`src/rtl/mdio_phy_responder.sv`:
```
// Clause 22 MDIO management responder (PHY side) with a small register file, oversampled on clk_clk.
// Build option: MDIO_PREAMBLE_SUPPRESS_EN lets IDLE accept ST after a single preamble 1.
module mdio_phy_responder #(
    parameter logic [4:0]  PHY_ADDR    = 5'd1,
    parameter logic [15:0] PHY_ID1     = 16'h0141,
    parameter logic [15:0] PHY_ID2     = 16'h0DD1,
    parameter int          SYNC_STAGES = 2
) (
    input  logic       clk_clk,
    input  logic       reset_reset,
    input  logic       mdc,
    input  logic       mdio_in,
    output logic       mdio_out,
    output logic       mdio_oen,
    input  logic       link_up,
    output logic [1:0] speed_sel,
    output logic       wr_stb,
    output logic       frame_err
);
    localparam logic [15:0] REG0_RST = 16'h1140;
    localparam logic [15:0] REG4_RST = 16'h01E1;

    typedef enum logic [2:0] {
        S_IDLE, S_ST, S_OP, S_PHYAD, S_REGAD, S_TA, S_DATA, S_SKIP
    } state_t;

    logic [SYNC_STAGES-1:0] mdc_sync_q, mdio_sync_q;
    logic                   mdc_prev_q;
    state_t                 state_q, state_d;
    logic [5:0]             pre_cnt_q, pre_cnt_d;
    logic [4:0]             bit_cnt_q, bit_cnt_d;
    logic                   is_read_q, is_read_d;
    logic [15:0]            shift_q, shift_d;
    logic [4:0]             regad_q, regad_d;
    logic [15:0]            rd_shift_q, rd_shift_d;
    logic [15:0]            reg0_q, reg0_d, reg4_q, reg4_d;
    logic                   mdio_out_q, mdio_out_d, mdio_oen_q, mdio_oen_d;
    logic                   wr_stb_q, wr_stb_d, frame_err_q, frame_err_d;

    logic        mdc_s, mdio_bit, mdc_rise, mdc_fall, preamble_ok;
    logic [15:0] shift_in, rd_mux;
    logic [4:0]  rd_addr;

    // Both lines go through identical synchroniser depth so their relative timing is preserved.
    assign mdc_s    = mdc_sync_q[SYNC_STAGES-1];
    assign mdio_bit = mdio_sync_q[SYNC_STAGES-1];
    assign mdc_rise = mdc_s & ~mdc_prev_q;
    assign mdc_fall = ~mdc_s & mdc_prev_q;
    assign shift_in = {shift_q[14:0], mdio_bit};
    assign rd_addr  = shift_in[4:0];

`ifdef MDIO_PREAMBLE_SUPPRESS_EN
    assign preamble_ok = (pre_cnt_q != 6'd0);
`else
    assign preamble_ok = (pre_cnt_q == 6'd32);
`endif

    always_comb begin
        case (rd_addr)
            5'd0:    rd_mux = reg0_q;
            5'd1:    rd_mux = 16'h7949 | {10'd0, link_up, 2'b00, link_up, 2'b00};
            5'd2:    rd_mux = PHY_ID1;
            5'd3:    rd_mux = PHY_ID2;
            5'd4:    rd_mux = reg4_q;
            default: rd_mux = 16'h0000;
        endcase
    end

    // NOTE: every _d gets its hold value first, so no path through this block can infer a latch.
    always_comb begin
        state_d     = state_q;
        pre_cnt_d   = pre_cnt_q;
        bit_cnt_d   = bit_cnt_q;
        is_read_d   = is_read_q;
        shift_d     = shift_q;
        regad_d     = regad_q;
        rd_shift_d  = rd_shift_q;
        reg0_d      = reg0_q;
        reg4_d      = reg4_q;
        mdio_out_d  = mdio_out_q;
        mdio_oen_d  = mdio_oen_q;
        wr_stb_d    = 1'b0;
        frame_err_d = 1'b0;

        if (reg0_q[15]) begin
            reg0_d = REG0_RST;
            reg4_d = REG4_RST;
        end

        if (mdc_rise) begin
            shift_d   = shift_in;
            bit_cnt_d = bit_cnt_q + 5'd1;
            case (state_q)
                S_IDLE: begin
                    bit_cnt_d = '0;
                    if (mdio_bit) begin
                        if (pre_cnt_q != 6'd32) pre_cnt_d = pre_cnt_q + 6'd1;
                    end else begin
                        pre_cnt_d = '0;
                        if (preamble_ok) state_d = S_ST;
                    end
                end
                S_ST: begin
                    bit_cnt_d = '0;
                    if (mdio_bit) begin
                        state_d = S_OP;
                    end else begin
                        frame_err_d = 1'b1;
                        state_d     = S_IDLE;
                    end
                end
                S_OP: if (bit_cnt_q == 5'd1) begin
                    bit_cnt_d = '0;
                    if (shift_in[1:0] == 2'b10 || shift_in[1:0] == 2'b01) begin
                        is_read_d = shift_in[1];
                        state_d   = S_PHYAD;
                    end else begin
                        frame_err_d = 1'b1;
                        state_d     = S_IDLE;
                    end
                end
                S_PHYAD: if (bit_cnt_q == 5'd4) begin
                    bit_cnt_d = '0;
                    state_d   = (shift_in[4:0] == PHY_ADDR) ? S_REGAD : S_SKIP;
                end
                S_REGAD: if (bit_cnt_q == 5'd4) begin
                    bit_cnt_d  = '0;
                    regad_d    = shift_in[4:0];
                    rd_shift_d = rd_mux;
                    state_d    = S_TA;
                end
                S_TA: if (bit_cnt_q == 5'd1) begin
                    bit_cnt_d = '0;
                    state_d   = S_DATA;
                end
                S_DATA: if (bit_cnt_q == 5'd15) begin
                    bit_cnt_d = '0;
                    state_d   = S_IDLE;
                    if (!is_read_q) begin
                        case (regad_q)
                            5'd0: begin reg0_d = shift_in; wr_stb_d = 1'b1; end
                            5'd4: begin reg4_d = shift_in; wr_stb_d = 1'b1; end
                            default: ;
                        endcase
                    end
                end
                S_SKIP: if (bit_cnt_q == 5'd17) begin
                    bit_cnt_d = '0;
                    state_d   = S_IDLE;
                end
                default: state_d = S_IDLE;
            endcase
        end else if (mdc_fall) begin
            // The bus only changes on MDC fall so the master sees stable data at its rising edge.
            if (state_q == S_TA && is_read_q && bit_cnt_q == 5'd1) begin
                mdio_oen_d = 1'b0;
                mdio_out_d = 1'b0;
            end else if (state_q == S_DATA && is_read_q) begin
                mdio_oen_d = 1'b0;
                mdio_out_d = rd_shift_q[15];
                rd_shift_d = {rd_shift_q[14:0], 1'b0};
            end else begin
                mdio_oen_d = 1'b1;
                mdio_out_d = 1'b1;
            end
        end
    end

    // NOTE: reset is synchronous and also clears the synchronisers so no false MDC edge follows it.
    always_ff @(posedge clk_clk) begin
        if (reset_reset) begin
            mdc_sync_q  <= '0;
            mdio_sync_q <= '1;
            mdc_prev_q  <= 1'b0;
            state_q     <= S_IDLE;
            pre_cnt_q   <= '0;
            bit_cnt_q   <= '0;
            is_read_q   <= 1'b0;
            shift_q     <= '0;
            regad_q     <= '0;
            rd_shift_q  <= '0;
            reg0_q      <= REG0_RST;
            reg4_q      <= REG4_RST;
            mdio_out_q  <= 1'b1;
            mdio_oen_q  <= 1'b1;
            wr_stb_q    <= 1'b0;
            frame_err_q <= 1'b0;
        end else begin
            mdc_sync_q  <= {mdc_sync_q[SYNC_STAGES-2:0], mdc};
            mdio_sync_q <= {mdio_sync_q[SYNC_STAGES-2:0], mdio_in};
            mdc_prev_q  <= mdc_s;
            state_q     <= state_d;
            pre_cnt_q   <= pre_cnt_d;
            bit_cnt_q   <= bit_cnt_d;
            is_read_q   <= is_read_d;
            shift_q     <= shift_d;
            regad_q     <= regad_d;
            rd_shift_q  <= rd_shift_d;
            reg0_q      <= reg0_d;
            reg4_q      <= reg4_d;
            mdio_out_q  <= mdio_out_d;
            mdio_oen_q  <= mdio_oen_d;
            wr_stb_q    <= wr_stb_d;
            frame_err_q <= frame_err_d;
        end
    end

    assign mdio_out  = mdio_out_q;
    assign mdio_oen  = mdio_oen_q;
    assign wr_stb    = wr_stb_q;
    assign frame_err = frame_err_q;
    assign speed_sel = {reg0_q[6], reg0_q[13]};

endmodule

```
`config.mk`:
```
export PLATFORM = sky130hd
export DESIGN_NAME = mdio_phy_responder
export DESIGN_NICKNAME = d
export VERILOG_FILES = /design/src/rtl/mdio_phy_responder.sv
export SDC_FILE = /design/constraint.sdc
export NUM_CORES = 1
export LEC_CHECK = 0
export CORE_UTILIZATION = 60
export CTS_BUF_LIST = sky130_fd_sc_hd__clkbuf_4 sky130_fd_sc_hd__clkbuf_8 sky130_fd_sc_hd__clkbuf_16
export DETAILED_ROUTE_END_ITERATION = 10
export DONT_BUFFER_PORTS = 1
export PLACE_DENSITY = 0.86
export REMOVE_ABC_BUFFERS = 1
export SLEW_MARGIN = 25
export SYNTH_ARGS = -nofsm -noshare
export SYNTH_HDL_FRONTEND = slang
export SYNTH_SLANG_ARGS = --single-unit
```
`constraint.sdc`:
```
create_clock -name clk_clk -period 2.75 [get_ports clk_clk]
set_clock_uncertainty 0.2 [all_clocks]
set_input_delay 0.6875 -clock clk_clk [delete_from_list [all_inputs] [get_ports clk_clk]]
set_output_delay 0.6875 -clock clk_clk [all_outputs]
set_load 0.005 [all_outputs]
```
==> load_flow_metrics.sql <==
INSERT INTO impl_metrics (metric_group, metric, value, unit) VALUES
('status', 'outcome', 'complete, no violations', ''),
('synth', 'synth_warn', '0', ''),
('pwr', 'ir_drop', '0.500', 'mV'),
('detailed_routing', 'antenna_left', '0', ''),
('timing', 'timing.final.crit_share', '0.878', ''),
('synth', 'synthAdderAreaFrac', '0.0403', ''),
('clock_tree', 'numClockSinks', '92', ''),
('setup_path', 'critical_path.endpoint_type', 'register', ''),
('final_layout', 'design_area', '4620', 'um2'),
('placement', 'detailed_place.area', '4390', 'um2'),
('setup_path', 'setup.worst_path.class', 'reg -> reg', ''),
('min_path', 'min_path_cells', '1', ''),
('clock_tree', 'cts_max_path_buffers', '2', ''),
('timing', 'timing.final.crit_period', '2.42', 'ns'),
('final_layout', 'most_used_cells_in_the_layout_excluding_fill_and_tap_cells', '92 x dfxtp_1, 63 x a21oi_1, 60 x nor2_1, 30 x nand2_1, 24 x inv_1', ''),
('grt', 'grt_first_pass_wirelength', '16.1', 'mm'),
('detailed_routing', 'dr_total_vias', '3575', ''),
('synth', 'syn-cell-area', '4340', 'um2'),
('setup_path', 'timing.critical_path.from_type', 'register', ''),
('final_layout', 'commonest_non_fill_non_tap_cell_in_the_layout', 'dfxtp_1', ''),
('synth', 'area_share_of_the_leading_cell_type_in_the_synthesized_netlist', '0.424', ''),
('detailed_routing', 'drtPass1Iterations', '5', ''),
('detailed_routing', 'drt_first_iter_violations', '302', ''),
('setup_path', 'ff2ff_path_depth', '9', ''),
('clock_tree', 'cts.repair.resized', '0', ''),
('setup_path', 'critical_path_peak_fanout', '18', ''),
('detailed_routing', 'detail_route.drc_violations', '0', ''),
('synth', 'synth_seq_cells', '92', ''),
('grt', 'overflow', '0', ''),
('synth', 'largest_family_of_logic_cells_by_synthesized_area', 'compound AO/OA/AOI/OAI gates', ''),
('placement', 'gp_routability_congestion', '0.842', ''),
('pwr', 'total_leakage_power', '1.76', 'nW'),
('placement', 'dp_hpwl', '6.33', 'mm'),
('setup_path', 'r2r_setup_slack', '0.33', 'ns'),
('grt', 'first_global_vias', '3386', ''),
('timing', 'setup_violations', '0', ''),
('setup_path', 'worstPathArrival', '2.52', 'ns'),
('timing', 'layout_setup_ws', '0.335', 'ns'),
('floorplanning', 'core-area', '6910', 'um2'),
('floorplanning', 'floorplan.io_pins', '11', ''),
('final_layout', 'share_of_post_route_cells_with_drive_strength_above_1', '0.105', ''),
('floorplanning', 'die_w', '87.1', 'um'),
('synth', 'yosys.area_share.simple', '0.199', ''),
('clock_tree', 'tritoncts', 'built', ''),
('synth', 'synth_edf_count', '0', ''),
('synth', 'main_area_contributors_after_synthesis', 'dfxtp_1 42%, a21oi_1 7.3%, nor2_1 5.2%', ''),
('floorplanning', 'initial_core_util', '0.629', ''),
('synth', 'synthesis.area_per_instance', '8.58', 'um2'),
('timing', 'slew_headroom', '0.345', ''),
('final_layout', 'fin_nets', '511', ''),
('synth', 'asyncSetResetFlopFracSynth', '0', ''),
('timing', 'grt_setup_unrepaired', 'no', ''),
('timing', 'max_freq', '0.414', 'GHz'),
('synth', 'synth_compound_area_frac', '0.206', ''),
('placement', 'placement.io_buffers', '0', ''),
('timing', 'final_max_slew_viol_count', '0', ''),
('final_layout', 'n_fill_cell', '563', ''),
('synth', 'post_synth_mux_area_share', '0.0622', ''),
('timing', 'timing.final.hold_violations', '0', ''),
('setup_path', 'timing.critical_path.required', '2.85', 'ns'),
('job', 'cap_viol_max_count', '0', ''),
('grt', 'grt_max_degree', '72', ''),
('min_path', 'min_path_type', 'in -> reg', ''),
('grt', 'grt_usage', '0.274', ''),
('placement', 'pre_cts_ws', '0.392', 'ns'),
('pwr', 'post-layout-total-power', '2.52', 'mW'),
('final_layout', 'layout-area-overhead-vs-synth', '6.45', '%'),
('clock_tree', 'cts-root-buf', 'clkbuf_8', ''),
('synth', 'ys_dominant_reg_cell', 'dfxtp_1', ''),
('final_layout', 'antenna_cells_inserted', '0', ''),
('synth', 'synth_top_cell_by_area', 'dfxtp_1', '');
## worst max-delay path, cell delays in order (launching register included)
cell	delay (ns)
dfxtp_1	0.42
ha_1	0.23
and3_1	0.22
ha_1	0.21
nor2b_1	0.21
and3_1	0.24
nand3_1	0.09
buf_4	0.23
nor3b_1	0.16
o21bai_1	0.16
## state kept, by name, summed over array words and instances (netlist names), 2 cells and up
register / flops
bit_cnt_q: 5
mdc_sync_q: 2
mdio_sync_q: 2
pre_cnt_q: 6
rd_shift_q: 16
reg0_q: 16
reg4_q: 16
regad_q: 5
shift_q: 15
state_q: 3
## path summary, 6_finish.rpt
check / from / end
setup reg to reg: bit_cnt_q[0]$_SDFFE_PP0N_ / reg4_q[5]$_SDFF_PP1_
hold reg to reg: mdio_sync_q[0]$_SDFF_PP1_ / mdio_sync_q[1]$_SDFF_PP1_
hold / removal: reset_reset / rd_shift_q[0]$_SDFFE_PP0P_
setup / recovery: bit_cnt_q[0]$_SDFFE_PP0N_ / reg4_q[5]$_SDFF_PP1_
## cell families (layout without fill, tap and decap cells)
family,Yosys count,after routing
AOI/OAI and AO/OA,140,140
DFF,92,92
muxes,25,25
xor gates and xnor gates,6,6
buffers and inverters,60,51
and+or+nand+nor,169,169
adders and majority gates,14,14
## synth_stat cells, drive strengths merged, types with 3 or more instances
cell type and number:
dfxtp 92, a21oi 63, nor2 60, nand2 30, clkbuf 25, inv 24, nor2b 21, mux2 16
ha 14, o21a 13, o21ai 12, buf 11, o22a 11, mux2i 9, nand2b 9, nand3 7
o211ai 7, a211o 6, nor3 6, a311oi 5, xor2 5, a31oi 4, and3 4, nor3b 4
nand4 3, nor4b 3, o22ai 3, or2 3, or3 3, or3b 3, or4b 3
## power breakdown
group	internal [mW]	switching (mW)	leakage (nW)
clock network	0.545	0.480	0.113
registers	1.34	0.0148	0.744
logic	0.0536	0.0785	0.900
## metrics by stage
stage | util | cells | TNS (ns) | hold slack, ns
after detailed placement | 0.636 | 577 | 0 | 0.193
final | 0.669 | 593 | 0 | 0.182
after floorplan | - | 470 | -25.71 | 0.189
after global placement | 0.636 | 577 | 0 | 0.192
after CTS | 0.669 | 593 | 0 | 0.182
after global routing | 0.669 | 593 | 0 | 0.166
## metal layers
| metal | part of all wire | wire [um] | global-route usage | up-vias |
|---|---|---|---|---|
| li1 | - | - | - | 1728 |
| met1 | 0.43 | 4140 | 0.359 | 1710 |
| met2 | 0.48 | 4610 | 0.445 | 119 |
| met3 | 0.069 | 656 | 0.0692 | 18 |
| met4 | 0.017 | 163 | 0.0864 | 0 |
| met5 | 0 | 0 | 0 | - |
## layout make-up
type | instances | area [um2] | area share
multi-input combinational | 354 | 2260 | 0.488
sequential | 92 | 1840 | 0.398
clock buffer | 10 | 138 | 0.0298
tap | 96 | 120 | 0.0260
clock inverter | 6 | 93.8 | 0.0203
inverter | 24 | 90.1 | 0.0195
timing repair buffer | 11 | 82.6 | 0.0179
Power figures use the tool's default switching activity.
